### src/rtl/mul_div_unit_pkg.sv
// Shared encodings for the iterative multiply/divide unit.
package mul_div_unit_pkg;

  // Iteration cycles per operation (one bit per cycle over a 32-bit operand).
  localparam int ITER = 32;

  // Operation select as presented by control.
  typedef enum logic [1:0] {
    OP_MULT  = 2'b00,
    OP_MULTU = 2'b01,
    OP_DIV   = 2'b10,
    OP_DIVU  = 2'b11
  } op_e;

  // Sequencer states.
  typedef enum logic [1:0] {
    IDLE = 2'b00,
    CALC = 2'b01,
    FIX  = 2'b10
  } state_e;

  // True for DIV/DIVU.
  function automatic logic is_div(input logic [1:0] op);
    return (op == OP_DIV) || (op == OP_DIVU);
  endfunction

  // True for the two's-complement variants (MULT/DIV).
  function automatic logic is_signed_op(input logic [1:0] op);
    return (op == OP_MULT) || (op == OP_DIV);
  endfunction

endpackage

### src/rtl/mdu_div_core.sv
// One restoring-division step: shift in the next dividend bit, trial-subtract
// the divisor and keep the difference only when it did not borrow.
module mdu_div_core #(
  parameter int WIDTH = 32
) (
  input  logic [WIDTH-1:0] i_rem,
  input  logic             i_in_bit,
  input  logic [WIDTH-1:0] i_divisor,
  output logic [WIDTH-1:0] o_rem,
  output logic             o_qbit
);

  logic [WIDTH:0] w_shift;
  logic [WIDTH:0] w_diff;

  // Trial subtraction; the MSB of the (WIDTH+1)-bit difference is the borrow.
  always_comb begin
    w_shift = {i_rem, i_in_bit};
    w_diff  = w_shift - {1'b0, i_divisor};
    if (w_diff[WIDTH] == 1'b0) begin
      o_rem  = w_diff[WIDTH-1:0];
      o_qbit = 1'b1;
    end else begin
      o_rem  = w_shift[WIDTH-1:0];
      o_qbit = 1'b0;
    end
  end

endmodule

### src/rtl/mul_div_unit.sv
// Iterative MULT/MULTU/DIV/DIVU unit with architectural HI/LO registers.
// Operands are reduced to magnitudes on acceptance, iterated one bit per
// cycle in a shared 2*WIDTH register, and sign-corrected in the FIX state.
module mul_div_unit
  import mul_div_unit_pkg::*;
#(
  parameter int WIDTH = 32,
  parameter int ITER  = mul_div_unit_pkg::ITER
) (
  input  logic             clk,
  input  logic             rst_n,
  input  logic             i_start,
  input  logic [1:0]       i_op,
  input  logic [WIDTH-1:0] i_src_a,
  input  logic [WIDTH-1:0] i_src_b,
  input  logic             i_hilo_we,
  input  logic             i_hilo_sel,
  input  logic [WIDTH-1:0] i_hilo_wd,
  output logic             o_busy,
  output logic             o_done,
  output logic [WIDTH-1:0] o_hi,
  output logic [WIDTH-1:0] o_lo
);

  localparam int CW = $clog2(ITER);

  state_e             r_state;
  op_e                r_op;
  logic [CW-1:0]      r_cnt;
  // Multiply: {accumulator, multiplier}. Divide: {remainder, dividend/quotient}.
  logic [2*WIDTH-1:0] r_prod;
  logic [WIDTH-1:0]   r_opnd;     // multiplicand or divisor magnitude
  logic [WIDTH-1:0]   r_a_raw;    // original dividend for divide-by-zero
  logic               r_neg_q;
  logic               r_neg_r;
  logic               r_div0;
  logic               r_done;
  logic [WIDTH-1:0]   r_hi;
  logic [WIDTH-1:0]   r_lo;

  logic               w_in_div;
  logic               w_in_signed;
  logic [WIDTH-1:0]   w_a_mag;
  logic [WIDTH-1:0]   w_b_mag;
  logic [WIDTH:0]     w_sum;
  logic [2*WIDTH-1:0] w_mul_next;
  logic [2*WIDTH-1:0] w_div_next;
  logic [WIDTH-1:0]   w_div_rem;
  logic               w_qbit;
  logic [2*WIDTH-1:0] w_prod_fix;
  logic [WIDTH-1:0]   w_hi_fix;
  logic [WIDTH-1:0]   w_lo_fix;

  mdu_div_core #(.WIDTH(WIDTH)) u_div_core (
    .i_rem     (r_prod[2*WIDTH-1:WIDTH]),
    .i_in_bit  (r_prod[WIDTH-1]),
    .i_divisor (r_opnd),
    .o_rem     (w_div_rem),
    .o_qbit    (w_qbit)
  );

  // Operand decode/magnitude and next-iteration values for both datapaths.
  always_comb begin
    w_in_div    = is_div(i_op);
    w_in_signed = is_signed_op(i_op);
    w_a_mag     = (w_in_signed && i_src_a[WIDTH-1]) ? -i_src_a : i_src_a;
    w_b_mag     = (w_in_signed && i_src_b[WIDTH-1]) ? -i_src_b : i_src_b;
    w_sum       = {1'b0, r_prod[2*WIDTH-1:WIDTH]} + {1'b0, r_opnd};
    if (r_prod[0]) begin
      w_mul_next = {w_sum, r_prod[WIDTH-1:1]};
    end else begin
      w_mul_next = {1'b0, r_prod[2*WIDTH-1:1]};
    end
    w_div_next = {w_div_rem, r_prod[WIDTH-2:0], w_qbit};
  end

  // Sign correction and special cases applied when leaving the iteration loop.
  always_comb begin
    w_prod_fix = r_neg_q ? -r_prod : r_prod;
    if (!is_div(r_op)) begin
      w_hi_fix = w_prod_fix[2*WIDTH-1:WIDTH];
      w_lo_fix = w_prod_fix[WIDTH-1:0];
    end else if (r_div0) begin
      w_hi_fix = r_a_raw;
      w_lo_fix = {WIDTH{1'b1}};
    end else begin
      w_hi_fix = r_neg_r ? -r_prod[2*WIDTH-1:WIDTH] : r_prod[2*WIDTH-1:WIDTH];
      w_lo_fix = r_neg_q ? -r_prod[WIDTH-1:0] : r_prod[WIDTH-1:0];
    end
  end

  // Sequencer, iteration datapath and HI/LO register updates.
  always_ff @(posedge clk or negedge rst_n) begin
    if (!rst_n) begin
      r_state <= IDLE;
      r_op    <= OP_MULT;
      r_cnt   <= {CW{1'b0}};
      r_prod  <= {(2*WIDTH){1'b0}};
      r_opnd  <= {WIDTH{1'b0}};
      r_a_raw <= {WIDTH{1'b0}};
      r_neg_q <= 1'b0;
      r_neg_r <= 1'b0;
      r_div0  <= 1'b0;
      r_done  <= 1'b0;
      r_hi    <= {WIDTH{1'b0}};
      r_lo    <= {WIDTH{1'b0}};
    end else begin
      r_done <= 1'b0;
      case (r_state)
        IDLE: begin
          // start takes priority; a simultaneous HI/LO write is dropped.
          if (i_start) begin
            r_state <= CALC;
            r_op    <= op_e'(i_op);
            r_cnt   <= {CW{1'b0}};
            r_prod  <= {{WIDTH{1'b0}}, (w_in_div ? w_a_mag : w_b_mag)};
            r_opnd  <= w_in_div ? w_b_mag : w_a_mag;
            r_a_raw <= i_src_a;
            r_neg_q <= w_in_signed & (i_src_a[WIDTH-1] ^ i_src_b[WIDTH-1]);
            r_neg_r <= w_in_signed & i_src_a[WIDTH-1];
            r_div0  <= w_in_div & (i_src_b == {WIDTH{1'b0}});
          end else if (i_hilo_we) begin
            if (i_hilo_sel) begin
              r_hi <= i_hilo_wd;
            end else begin
              r_lo <= i_hilo_wd;
            end
          end else begin
            r_state <= IDLE;
          end
        end
        CALC: begin
          r_prod <= is_div(r_op) ? w_div_next : w_mul_next;
          r_cnt  <= r_cnt + CW'(1);
          if (r_cnt == CW'(ITER - 1)) begin
            r_state <= FIX;
          end else begin
            r_state <= CALC;
          end
        end
        FIX: begin
          r_hi    <= w_hi_fix;
          r_lo    <= w_lo_fix;
          r_done  <= 1'b1;
          r_state <= IDLE;
        end
        default: begin
          r_state <= IDLE;
        end
      endcase
    end
  end

  assign o_busy = (r_state != IDLE);
  assign o_done = r_done;
  assign o_hi   = r_hi;
  assign o_lo   = r_lo;

endmodule

### config.mk
export PLATFORM = sky130hd
export DESIGN_NAME = mul_div_unit
export DESIGN_NICKNAME = d
export VERILOG_FILES = /design/src/rtl/mul_div_unit_pkg.sv /design/src/rtl/mdu_div_core.sv /design/src/rtl/mul_div_unit.sv
export SDC_FILE = /design/constraint.sdc
export NUM_CORES = 1
export LEC_CHECK = 0
export ABC_AREA = 1
export CORE_ASPECT_RATIO = 1.5
export CORE_MARGIN = 10
export CORE_UTILIZATION = 45
export DETAILED_ROUTE_END_ITERATION = 16
export GPL_ROUTABILITY_DRIVEN = 0
export SLEW_MARGIN = 10
export SYNTH_ARGS = -nofsm -noshare
export SYNTH_HDL_FRONTEND = slang
export SYNTH_SLANG_ARGS = --single-unit
### constraint.sdc
create_clock -name clk -period 2.9 [get_ports clk]
set_clock_uncertainty 0.1 [all_clocks]
set_input_delay 0.29 -clock clk [delete_from_list [all_inputs] [get_ports clk]]
set_output_delay 0.29 -clock clk [all_outputs]
set_load 0.02 [all_outputs]
==> results.json, run 1 <==
{
  "grt_max_degree": 88,
  "clock_power_share": 0.099,
  "rsz0062_at_grt": "no",
  "min_path_type": "input port to register",
  "critPathLaunchType": "register",
  "cap_violations": 0,
  "seq_power_share": 0.182,
  "powerDensity_mw_per_mm2": 1380,
  "max_slew_margin": 0.456,
  "peakVddDrop_uv": 768,
  "p_total_mw": 33.5,
  "multi_input_area_mm2": 0.0132,
  "drv_slew": 0,
  "async_reset_ff_frac": 1.00,
  "drt-initial-drc-count": 2290,
  "critPathRequiredTime_ps": 3290,
  "grtUsageTotal": 0.333,
  "hold_slack_ps": 253,
  "dr.pass1.iters": 6,
  "clockRootBuffer": "clkbuf_16",
  "critPathKind": "register to register",
  "switchingPower_mw": 19.0,
  "vias_per_cell": 5.76,
  "rr_worst_depth": 11,
  "setup_viol": 0,
  "core_mm2": 0.0449,
  "ys_ff_latch": 204,
  "synthCells": 3510,
  "synth_ff_type": "dfrtp_1",
  "combinationalPowerShare": 0.719,
  "leakage_nw": 12.0,
  "synth_cell_type_count": 55,
  "finalHoldViolations": 0,
  "crit_path_end_kind": "register",
  "routed_wirelength_um": 95500,
  "worst_r2r_startpoint": "r_prod[10]",
  "setup_tns_ps": 0,
  "die_w_um": 194,
  "clockBufferDepth": 3,
  "rrSetupSlack_ps": 50,
  "start_util": 0.457,
  "register_area_mm2": 0.00511,
  "p_sw_frac": 0.567,
  "fin_nets": 3844,
  "synth.avg_cell_area_um2": 5.85,
  "hold_path.startpoint": "i_hilo_wd[0]",
  "wl_per_cell_um": 22.4,
  "rows": 95,
  "status": "complete, no violations",
  "area_growth_pct": 17.8,
  "hold_path_end": "o_lo[0]",
  "syn_area_mm2": 0.0205,
  "internal-power_mw": 14.5,
  "antenna_found_initial": 1,
  "r2r_end": "o_hi[7]",
  "die_h_um": 282,
  "path_cells": "nor2_1 -> inv_1 -> nor2_2 -> nand3_2 -> nor2_2 -> nand2_1 -> nand3_1 -> nand2_1 -> o21ai_1 -> nand2_1 -> a21oi_1",
  "ys_seq_area_frac": 0.249,
  "cts_buffers": 24,
  "die_area_mm2": 0.0547,
  "period_needed_ps": 2850,
  "worst_pin_slew_ps": 816,
  "worstHoldPathCells": 3,
  "layout_common_cells": "nand2_1 (1115), nor2_1 (407), inv_1 (399)",
  "grt_pass1_vias": 23200,
  "synth_warnings": 0,
  "vias": 24600,
  "synth_nets": 3685,
  "clk_pin_slew_ps": 70,
  "cpMaxStageDelayCell": "dfrtp_1",
  "cts.sinks": 204,
  "cp.arrival_ps": 3230,
  "gr-total-overflow": 0,
  "drive_gt1_frac": 0.0624,
  "synth-edff-count": 0,
  "io_pins": 169,
  "clk_latency_ps": 560,
  "io_buffer_count": 168,
  "crit_path_max_fanout": 7,
  "max_freq_ghz": 0.351,
  "ctsHtreeMaxLevel": 1,
  "ant_nets": 0,
  "cpMostUsedCell": "nand2_1",
  "filler_cell_count": 4750,
  "max_stage_delay_ps": 470,
  "layout_commonest_cell": "nand2_1",
  "hpwl_um": 76600,
  "grt_pass1_wl_um": 141000,
  "min_period_over_period": 0.981,
  "cts_tree": "done",
  "drc": 0
}
worst max path at each step:
stage | from | endpoint | slack, ps | cells past startpoint
CTS | r_prod[1] | o_hi[14] | 110 | 12
detailed placement | i_src_a[0] | r_prod[30] | 70 | 13
global placement | i_src_b[0] | r_prod[18] | 60 | 12
finish | r_prod[10] | o_hi[7] | 50 | 11
floorplan | r_prod[31] | r_prod[47] | 510 | 18
global route | r_prod[33] | o_hi[14] | 30 | 13
power by group through the flow:
stage	Combinational, mW	Sequential, mW	Clock [mW]
after floorplan	15.4	5.72	0
after global routing	26.5	6.13	3.47
after CTS	23.7	5.95	3.36
after detailed placement	23.6	6.00	0
after global placement	23.3	5.98	0
final	24.1	6.08	3.32
critical path, delay by kind of cell (launching register included):
kind / cells / cell delay, ps
buf+inv: 1 / 90
compound gates: 2 / 600
simple gates: 8 / 1500
flops: 1 / 470
final cells by class:
class,count,share of cell area
clock inverters,14,0.00765
inverters,416,0.0647
diodes,1,0.000103
flip-flops and latches,204,0.211
clock buffers,30,0.0278
repair buffers,287,0.113
multi-input cells,2736,0.545
well taps,582,0.0301
per-stage QoR:
stage | utilization | worst slack, ps | instances | area (um^2)
floorplan | - | 513 | 3510 | 20500
detailed placement | 0.519 | 68.8 | 4224 | 23300
global route | 0.538 | 33.0 | 4269 | 24200
global placement | 0.519 | 64.2 | 4224 | 23300
finish | 0.538 | 54.0 | 4270 | 24200
CTS | 0.538 | 111 | 4269 | 24200
layer usage:
| metal | wire [um] | vias up | GRT usage |
|---|---|---|---|
| met5 | 11 | - | 0 |
| met4 | 10300 | 2 | 0.308 |
| met3 | 6230 | 372 | 0.0505 |
| met2 | 45600 | 1208 | 0.570 |
| met1 | 33400 | 11400 | 0.346 |
| li1 | - | 11600 | - |
cell usage after synthesis, types with 4 or more instances:
cell / number / share of area
inv_2: 12 / 0.0022
nand2_1: 1117 / 0.20
a21oi_1: 309 / 0.075
o21bai_1: 10 / 0.0037
dfrtp_1: 204 / 0.25
o211ai_1: 32 / 0.012
nor2_1: 411 / 0.075
nand4_1: 28 / 0.0085
buf_4: 6 / 0.0022
nand2_2: 6 / 0.0018
buf_2: 37 / 0.0090
clkbuf_1: 98 / 0.018
o21ai_0: 193 / 0.047
o31ai_1: 5 / 0.0018
xor2_1: 56 / 0.024
nand2_4: 5 / 0.0027
nand3b_1: 22 / 0.0080
or2_2: 7 / 0.0021
ha_1: 70 / 0.043
o221ai_1: 17 / 0.0073
nor2_2: 10 / 0.0030
nor3_1: 22 / 0.0054
xnor2_1: 17 / 0.0073
a22oi_1: 20 / 0.0073
nor4_1: 4 / 0.0012
a21boi_1: 4 / 0.0015
a21boi_0: 4 / 0.0015
buf_1: 5 / 0.00091
inv_1: 400 / 0.073
buf_6: 6 / 0.0033
o21ai_1: 30 / 0.0073
nand3_1: 302 / 0.074
logic make-up after synthesis:
group,Yosys count,share of synthesized area
and+or+nand+nor,1951,0.394
AOI/OAI and AO/OA,640,0.171
buffers and inverters,570,0.110
DFF,204,0.249
xor gates and xnor gates,73,0.0311
adders and majority gates,72,0.0446
repair_timing:
item / CTS / global route
setup buffers: 0 / 0
hold buffers: 1 / 0
endpoints found under the setup margin: 0 / 8
resized for setup: 0 / 5
endpoints found under the hold margin: 79 / 0
flip-flops by register name, summed over array words and instances (netlist names):
| name | count |
|---|---|
| r_op | 1 |
| r_prod | 64 |
| r_state | 2 |
| o_hi | 32 |
| r_cnt | 5 |
| o_done | 1 |
| r_opnd | 32 |
| r_neg_q | 1 |
| o_lo | 32 |
| r_neg_r | 1 |
| r_a_raw | 32 |
| r_div0 | 1 |
No activity file was read; power rests on OpenSTA's default activity.
==> run 2: changes to the inputs <==
--- a/config.mk
+++ b/config.mk
@@ -11,6 +11,7 @@
 export CORE_UTILIZATION = 45
 export DETAILED_ROUTE_END_ITERATION = 16
 export GPL_ROUTABILITY_DRIVEN = 0
+export SKIP_LAST_GASP = 1
 export SLEW_MARGIN = 10
 export SYNTH_ARGS = -nofsm -noshare
 export SYNTH_HDL_FRONTEND = slang
==> results of run 2 <==
Same layout as run 1: the final DEF is identical, and so are final timing and power.
